`src/rtl/mult_control_if.sv`:
```
// Purpose : operator and datapath control bundle for the add-shift multiplier sequencer.
// Latency : pure wiring, no storage.
// Backpressure: none; Run is a level request and outputs are strobes.
// Ports   : i_run, i_clear_a_load_b, i_m flow into the sequencer;
//           o_clear_a, o_clr_ld, o_add, o_sub, o_load_a, o_load_x,
//           o_shift_en, o_busy, o_done flow out to the datapath and status logic.
interface mult_control_if;
  logic i_run;             // level start request, already debounced and synchronous
  logic i_clear_a_load_b;  // level operator command: clear A/X and load B
  logic i_m;               // multiplier LSB (Data_OutB[0])
  logic o_clear_a;         // clear A and X registers
  logic o_clr_ld;          // load B from switches
  logic o_add;             // select A+S into A/X
  logic o_sub;             // select A-S into A/X
  logic o_load_a;          // load A from adder result
  logic o_load_x;          // load X from adder sign bit
  logic o_shift_en;        // arithmetic right shift of X:A:B
  logic o_busy;            // multiply in progress
  logic o_done;            // multiply finished, waiting for Run release

  // The sequencer consumes the requests and produces the strobes.
  modport slave (
    input  i_run, i_clear_a_load_b, i_m,
    output o_clear_a, o_clr_ld, o_add, o_sub, o_load_a, o_load_x,
           o_shift_en, o_busy, o_done
  );

  // The operator/datapath side drives the requests and observes the strobes.
  modport master (
    output i_run, i_clear_a_load_b, i_m,
    input  o_clear_a, o_clr_ld, o_add, o_sub, o_load_a, o_load_x,
           o_shift_en, o_busy, o_done
  );
endinterface

```
`src/rtl/mult_control.sv`:
```
// Purpose : sequencing FSM for the 8-bit signed add-shift multiplier (CLR, then N_BITS x ADD/SHIFT).
// Latency : Done rises 2*N_BITS+1 cycles after Run is sampled; Busy is high for 2*N_BITS+1 cycles.
// Backpressure: none; the run completes unconditionally and parks in DONE until Run drops.
// Ports   : i_clk    - clock, all state on posedge
//           i_reset  - synchronous active-high reset, forces IDLE and clears the counter
//           bus      - mult_control_if.slave carrying Run/ClearA_LoadB/M in and the datapath strobes out
module mult_control #(
  parameter int N_BITS = 8  // multiplier width; must be >= 2
) (
  input  logic          i_clk,
  input  logic          i_reset,
  mult_control_if.slave bus
);

  localparam int CW = $clog2(N_BITS);
  // Index of the final iteration: the multiplier sign bit, which carries negative weight.
  localparam logic [CW-1:0] LAST = CW'(N_BITS - 1);

  typedef enum logic [2:0] {
    S_IDLE  = 3'd0,
    S_CLR   = 3'd1,
    S_ADD   = 3'd2,
    S_SHIFT = 3'd3,
    S_DONE  = 3'd4
  } state_t;

  state_t          r_state;
  logic   [CW-1:0] r_cnt;

  state_t          w_state_nxt;
  logic   [CW-1:0] w_cnt_nxt;
  logic            w_last;

  logic w_clear_a;
  logic w_clr_ld;
  logic w_add;
  logic w_sub;
  logic w_load_a;
  logic w_load_x;
  logic w_shift_en;
  logic w_busy;
  logic w_done;

  assign w_last = (r_cnt == LAST);

  // State register. Reset aborts a run in progress; the datapath registers keep
  // whatever they held because no further load/shift strobes are produced.
  always_ff @(posedge i_clk) begin
    if (i_reset) begin
      r_state <= S_IDLE;
      r_cnt   <= '0;
    end else begin
      r_state <= w_state_nxt;
      r_cnt   <= w_cnt_nxt;
    end
  end

  // Next-state and output decode. Outputs are Moore except the ADD strobes
  // (gated by M) and the IDLE clear/load pair (gated by ClearA_LoadB).
  always_comb begin
    w_state_nxt = r_state;
    w_cnt_nxt   = r_cnt;
    w_clear_a   = 1'b0;
    w_clr_ld    = 1'b0;
    w_add       = 1'b0;
    w_sub       = 1'b0;
    w_load_a    = 1'b0;
    w_load_x    = 1'b0;
    w_shift_en  = 1'b0;
    w_busy      = 1'b0;
    w_done      = 1'b0;

    unique case (r_state)
      S_IDLE: begin
        // Run wins over the clear/load command when both are requested.
        if (bus.i_run) begin
          w_state_nxt = S_CLR;
          w_cnt_nxt   = '0;
        end else if (bus.i_clear_a_load_b) begin
          w_clear_a = 1'b1;
          w_clr_ld  = 1'b1;
        end
      end

      S_CLR: begin
        w_clear_a   = 1'b1;
        w_busy      = 1'b1;
        w_state_nxt = S_ADD;
      end

      S_ADD: begin
        w_busy = 1'b1;
        // M is stable here because B only moves on Shift_En.
        if (bus.i_m) begin
          if (w_last) begin
            w_sub = 1'b1;
          end else begin
            w_add = 1'b1;
          end
        end
        w_load_a    = w_add | w_sub;
        w_load_x    = w_add | w_sub;
        w_state_nxt = S_SHIFT;
      end

      S_SHIFT: begin
        w_busy     = 1'b1;
        w_shift_en = 1'b1;
        // The counter stops at LAST so it can never wrap.
        if (w_last) begin
          w_state_nxt = S_DONE;
        end else begin
          w_cnt_nxt   = r_cnt + CW'(1);
          w_state_nxt = S_ADD;
        end
      end

      S_DONE: begin
        w_done = 1'b1;
        // One multiply per Run press: wait for release before re-arming.
        if (!bus.i_run) begin
          w_state_nxt = S_IDLE;
        end
      end

      default: begin
        w_state_nxt = S_IDLE;
      end
    endcase
  end

  assign bus.o_clear_a  = w_clear_a;
  assign bus.o_clr_ld   = w_clr_ld;
  assign bus.o_add      = w_add;
  assign bus.o_sub      = w_sub;
  assign bus.o_load_a   = w_load_a;
  assign bus.o_load_x   = w_load_x;
  assign bus.o_shift_en = w_shift_en;
  assign bus.o_busy     = w_busy;
  assign bus.o_done     = w_done;

  // Strobe pairs that would corrupt the datapath if they ever coincided.
  a_add_sub : assert property (@(posedge i_clk) !(w_add && w_sub));
  a_shift_load : assert property (@(posedge i_clk) !(w_shift_en && w_load_a));
  a_shift_clear : assert property (@(posedge i_clk) !(w_shift_en && w_clear_a));
  a_shift_clrld : assert property (@(posedge i_clk) !(w_shift_en && w_clr_ld));

endmodule

```
`src/flat_wrapper.sv`:
```
// flat-port wrapper written by rule: the top's interface ports become plain ports
module mult_control_flat 
#(
  parameter int N_BITS = 8                                   
)
  (i_clk, i_reset, bus_i_run, bus_i_clear_a_load_b, bus_i_m, bus_o_clear_a, bus_o_clr_ld, bus_o_add, bus_o_sub, bus_o_load_a, bus_o_load_x, bus_o_shift_en, bus_o_busy, bus_o_done);
  mult_control_if bus_i ();
  input  logic i_clk;
  input  logic i_reset;
  input wire logic [$bits(bus_i.i_run)-1:0] bus_i_run;
  input wire logic [$bits(bus_i.i_clear_a_load_b)-1:0] bus_i_clear_a_load_b;
  input wire logic [$bits(bus_i.i_m)-1:0] bus_i_m;
  output wire logic [$bits(bus_i.o_clear_a)-1:0] bus_o_clear_a;
  output wire logic [$bits(bus_i.o_clr_ld)-1:0] bus_o_clr_ld;
  output wire logic [$bits(bus_i.o_add)-1:0] bus_o_add;
  output wire logic [$bits(bus_i.o_sub)-1:0] bus_o_sub;
  output wire logic [$bits(bus_i.o_load_a)-1:0] bus_o_load_a;
  output wire logic [$bits(bus_i.o_load_x)-1:0] bus_o_load_x;
  output wire logic [$bits(bus_i.o_shift_en)-1:0] bus_o_shift_en;
  output wire logic [$bits(bus_i.o_busy)-1:0] bus_o_busy;
  output wire logic [$bits(bus_i.o_done)-1:0] bus_o_done;
  assign bus_i.i_run = bus_i_run;
  assign bus_i.i_clear_a_load_b = bus_i_clear_a_load_b;
  assign bus_i.i_m = bus_i_m;
  assign bus_o_clear_a = bus_i.o_clear_a;
  assign bus_o_clr_ld = bus_i.o_clr_ld;
  assign bus_o_add = bus_i.o_add;
  assign bus_o_sub = bus_i.o_sub;
  assign bus_o_load_a = bus_i.o_load_a;
  assign bus_o_load_x = bus_i.o_load_x;
  assign bus_o_shift_en = bus_i.o_shift_en;
  assign bus_o_busy = bus_i.o_busy;
  assign bus_o_done = bus_i.o_done;
  mult_control #(.N_BITS(N_BITS)) u_core (.i_clk(i_clk), .i_reset(i_reset), .bus(bus_i));
endmodule
```
`config.mk`:
```
export PLATFORM = sky130hd
export DESIGN_NAME = mult_control_flat
export DESIGN_NICKNAME = d
export VERILOG_FILES = /design/src/rtl/mult_control_if.sv /design/src/rtl/mult_control.sv /design/src/flat_wrapper.sv
export SDC_FILE = /design/constraint.sdc
export NUM_CORES = 1
export LEC_CHECK = 0
export CELL_PAD_IN_SITES_DETAIL_PLACEMENT = 1
export CELL_PAD_IN_SITES_GLOBAL_PLACEMENT = 1
export CORE_MARGIN = 2
export CORE_UTILIZATION = 26
export CTS_CLUSTER_SIZE = 30
export DETAILED_ROUTE_END_ITERATION = 7
export DONT_BUFFER_PORTS = 1
export GPL_TIMING_DRIVEN = 0
export PLACE_DENSITY = 0.55
export SYNTH_ARGS = -nofsm -noshare
export SYNTH_HDL_FRONTEND = slang
export SYNTH_SLANG_ARGS = --single-unit
```
`constraint.sdc`:
```
create_clock -name i_clk -period 2.3 [get_ports i_clk]
set_clock_uncertainty 0.15 [all_clocks]
set_input_delay 0.23 -clock i_clk [delete_from_list [all_inputs] [get_ports i_clk]]
set_output_delay 0.23 -clock i_clk [all_outputs]
set_load 0.01 [all_outputs]
```
Word-level counts from Yosys, hierarchy flattened
Index checks and enable logic that the tools add are counted.
{ "classes": {"n_addsub": 1, "eq_ne": 8, "muxes": 23, "n_bitwise": 1, "reduce_logical": 5} }
{ "ops": {"columns": ["op", "count"], "rows": [
  ["$mux W1", 15],
  ["$mux W3", 5],
  ["$pmux W3 S5", 1],
  ["$eq A3 B2 Y1 const B", 2],
  ["$eq A3 B3 Y1 const B", 2],
  ["$ne A2 B2 Y1 const B", 3],
  ["$pmux W3 S2", 1],
  ["$add A3 B1 Y3 const B", 1],
  ["$eq A3 B1 Y1 const B", 1],
  ["$logic_not A3 Y1", 1],
  ["$reduce_and A3 Y1", 1],
  ["$reduce_or A3 Y1", 1],
  ["$pmux W1 S2", 1],
  ["$reduce_and A2 Y1", 1],
  ["$reduce_bool A2 Y1", 1],
  ["$or A1 B1 Y1", 1]
]} }
{ "word_totals": {"ff_bits": 6, "input_bits": 5, "out_inout_bits": 9, "elab_cells": 40} }

Longest topological paths before layout
{ "depth": {"word_depth": 6, "mapped_depth": 5, "mapped_depth_nobuf": 5} }

Least setup slack after synthesis
No wires, ideal clock.
{ "synth_timing": {"kind": "register -> register", "startpoint": "reg u_core.r_cnt[0]", "endpoint": "reg u_core.r_cnt[0]", "setup_ps": 72, "t_arrival_ps": 1268, "required_time_ps": 2078, "slack_ps": 811, "path_stages_with_launch": 6, "path_buffers": 0, "period_less_slack_ps": 1489, "cell_sequence": "dfxtp_1 -> ha_1 -> ha_1 -> nand3b_1 -> a21oi_4 -> mux2i_1"} }
{ "synth_between": {"elab_chain_len": 3, "word_cells_on_any_way": 6, "cone_classes": "1 x add/sub; 2 x eq/ne; 2 x mux; 1 x reduce/logical"} }
{ "synth_lines": {"columns": ["element", "line_no", "text"], "rows": [
  ["from (decl)", "mult_control.sv:28", "logic [CW-1:0] r_cnt;"],
  ["from (signal assigned)", "mult_control.sv:54", "r_cnt <= w_cnt_nxt;"],
  ["$add A3 B1 Y3 / $eq A3 B3 Y1 (equally long branches)", "mult_control.sv:113, mult_control.sv:44", null],
  ["$mux W3 / $ne A2 B2 Y1 (equally long branches)", null, null],
  ["$pmux W3 S2 / $reduce_and A3 Y1 (equally long branches)", null, null]
]} }
Parallel ways exist; a longest one is shown, timed or not. The select of a mux whose other input is x is not followed.
A chain may end at the register's enable or synchronous reset.

Worst setup path in the final report
{ "layout_timing": {"startpoint": "reg u_core.r_state[2]", "endpoint": "out bus_o_add"} }
{ "layout_between": {"elab_chain_len": 2} }
{ "layout_lines": {"columns": ["element", "line_no", "text"], "rows": [
  ["from (decl)", "mult_control.sv:27", "state_t r_state;"],
  ["from (signal assigned)", "mult_control.sv:53", "r_state <= w_state_nxt;"],
  ["$eq A3 B2 Y1", "mult_control.sv:73", "unique case (r_state)"],
  ["$mux W1", "mult_control.sv:73", null],
  ["to (decl)", "flat_wrapper.sv:15", "output wire logic [$bits(bus_i.o_add)-1:0] bus_o_add;"]
]} }
Every way passes these cells.

==> run metrics <==
status finished clean; most frequent cells in the layout dfxtp_1 (6), nor2_1 (5); met3 GRT Util 0.0690; mux contribution to synthesized area 0.0795; TritonCTS clock tree built; Tcrit/Tclk final 0.763; family with the most delay on the worst path simple AND/OR/NAND/NOR gates; first-pass GRT wire length between 1 and 1.5 mm; die width between 40 and 50 µm; Ys Warns 0; Hold Path Class input port to register; RSZ-0062 raised after global routing no; area leader, netlist dfxtp_1; top-area cell type share of the netlist area 0.318; Final Cell Area ~430 µm²; Adder-Cell Fraction of Synth Area 0.0662; detailed-route wire length between 800 and 900 µm; met2 Track Usage GR 0.172; Core Area between 0.001 and 0.0015 mm²; Cell Area, Placed slightly below 400 µm²; Worst VDD drop approximately 170 µV; complex-gate fraction of the synthesized area 0.0795; Rows 13; critical-path maximum fanout 10; largest family of logic cells by synthesized area simple AND/OR/NAND/NOR gates; Port Buffers 0; Pins Over Slew Limit 0; fmax 0.570 GHz; Post-Syn Area 378 µm²; die height 42.1 µm; DPL Wire Length ~700 µm; met1 usage 0.111; crit path launch type register; Reg clk slew, reported paths approximately 0.05 ns; Clock Path Buffers 2; WP data arrival roughly 1.4 ns; PnR Total Power 0.000246 W; Starting DRT DRC Count 2; Max Cap Viol 0; layout cells sized above 1 0.244; Post-Synth XOR/XNOR Area 0; gr busiest metal met2; antenna-violating nets left 0; vias in the first global route ~330; Root Buffer clkbuf_4; sequential element share of the synthesized area 0.318; # clock sinks 6; Critical Path End Type output pin; setup_tns 0 ns; worst path bufs/invs 1; Worst Path Required ~1.9 ns; total number of vias about 320; Clock Latency Late Sink around 0.24 ns; routability cong. between 0.7 and 0.8; largest net degree at the start of global routing 11; Tightest Pin Transition between 0.3 and 0.4 ns; slew margin rel. 0.743; crit-path cells buf_2 > and4bb_2 > nor2b_1; # IOs 14; area grow syn2layout 13.6%; PD cells between 500 and 600 mW/mm²; final-report hold violation count 0; Overflow after GRT 0; Detailed Routing Iterations Pass 1 4; Final setup viols 0; Starting Density 0.283; NumNets Final 54; Syn Area/Cell 9.22 µm²; CP max stage cell and4bb_2; top cells by area, synth dfxtp_1 (32%), mux2i_1 (7.9%), ha_1 (6.6%); Leakage 0.186 nW; DIE AREA between 0.0015 and 0.002 mm²; Syn Inst Count approximately 40; register bit total from synthesis 6; commonest non-fill, non-tap cell in the layout dfxtp_1; max incr delay on CP 0.38 ns; post_cts resized 0; antenna violations before repair 0; fin crit period roughly 1.8 ns; simple-gate share of the synthesized area 0.401; DRC Markers 0; total track usage 0.112; Avg WL per Cell approximately 15 µm; H-tree depth 1; TritonCTS Buffers 3; Post-Syn Nets 48; ant diodes 0; Crit Path Category register to output pin; Avg Vias per Cell about 5.3; synth unique cells 22
[metal layers]
metal	vias to the layer above	part of all wire	routed length, µm
met5	-	0	0
met4	0	0	0
met3	0	0.067	59
met2	10	0.52	456
met1	153	0.41	363
li1	154	-	-
[synthesized netlist by cell type]
master	count
inv_1	1
nor2_1	5
nor4_1	2
a21oi_1	1
and3_2	1
and3b_2	1
nor2b_1	1
dfxtp_1	6
nand2b_1	3
and2_1	2
ha_1	2
and4bb_2	1
a21oi_4	1
nor3_1	1
buf_4	1
a32oi_1	1
and4b_1	1
nand2_1	1
buf_2	2
or3b_4	1
nand3b_1	3
mux2i_1	3
[power breakdown]
group | internal, W | switching, W | leakage [nW] | total, W
clock network | 0.0000590 | 0.0000370 | 0.0138 | 0.0000959
registers | 0.000108 | 0.00000594 | 0.0488 | 0.000114
logic | 0.0000171 | 0.0000190 | 0.123 | 0.0000362
[cell type report]
class | instances | area, µm²
clock buffer | 3 | 22.5
multi-input combinational | 31 | 236
buffer | 3 | 17.5
fill | 162 | 905
inverter | 1 | 3.75
tap | 15 | 18.8
sequential | 6 | 120
timing repair buffer | 1 | 10.0
[per-stage QoR]
stage           util  worst slack [ns]  hold slack (ns)  cells
2_1_floorplan      -             0.811            0.152     41
3_3_place_gp   0.297             0.721            0.156     56
3_5_place_dp   0.297             0.682            0.158     56
4_1_cts        0.322             0.523          0.00215     60
5_1_grt        0.322             0.498         0.000378     60
6_report       0.322             0.545          0.00420     60
[path summary, 6_finish.rpt]
kind	startpoint	end	slack, ns	depth (start not counted)
setup / recovery	u_core.r_state[2]	bus_o_add	0.55	3
hold / removal	bus_i_run	u_core.r_state[0]	0.004	2
setup reg to reg	u_core.r_cnt[0]	u_core.r_cnt[0]	0.69	5
hold reg to reg	u_core.r_cnt[2]	u_core.r_cnt[2]	0.33	2
[flip-flops by register name, summed over array words and instances (netlist names)]
signal	flops
u_core.r_cnt	3
u_core.r_state	3
[timing repair]
action                                 4_1_cts  5_1_grt
endpoints found under the hold margin        3        0
hold buffers                                 1        0
buffers inserted                             0        0
[cells by family after synthesis]
group	Yosys count
compound gates	3
fa+ha+maj	2
mux	3
flops	6
buf+inv	4
simple gates	23
[worst register-to-register path, delay by kind of cell (launching register included)]
family	cells	cell delay [ns]
adders and majority gates	2	0.45
DFF	1	0.32
AOI/OAI and AO/OA	1	0.21
and+or+nand+nor	1	0.21
muxes	1	0.20
No activity file was read; power rests on OpenSTA's default activity.
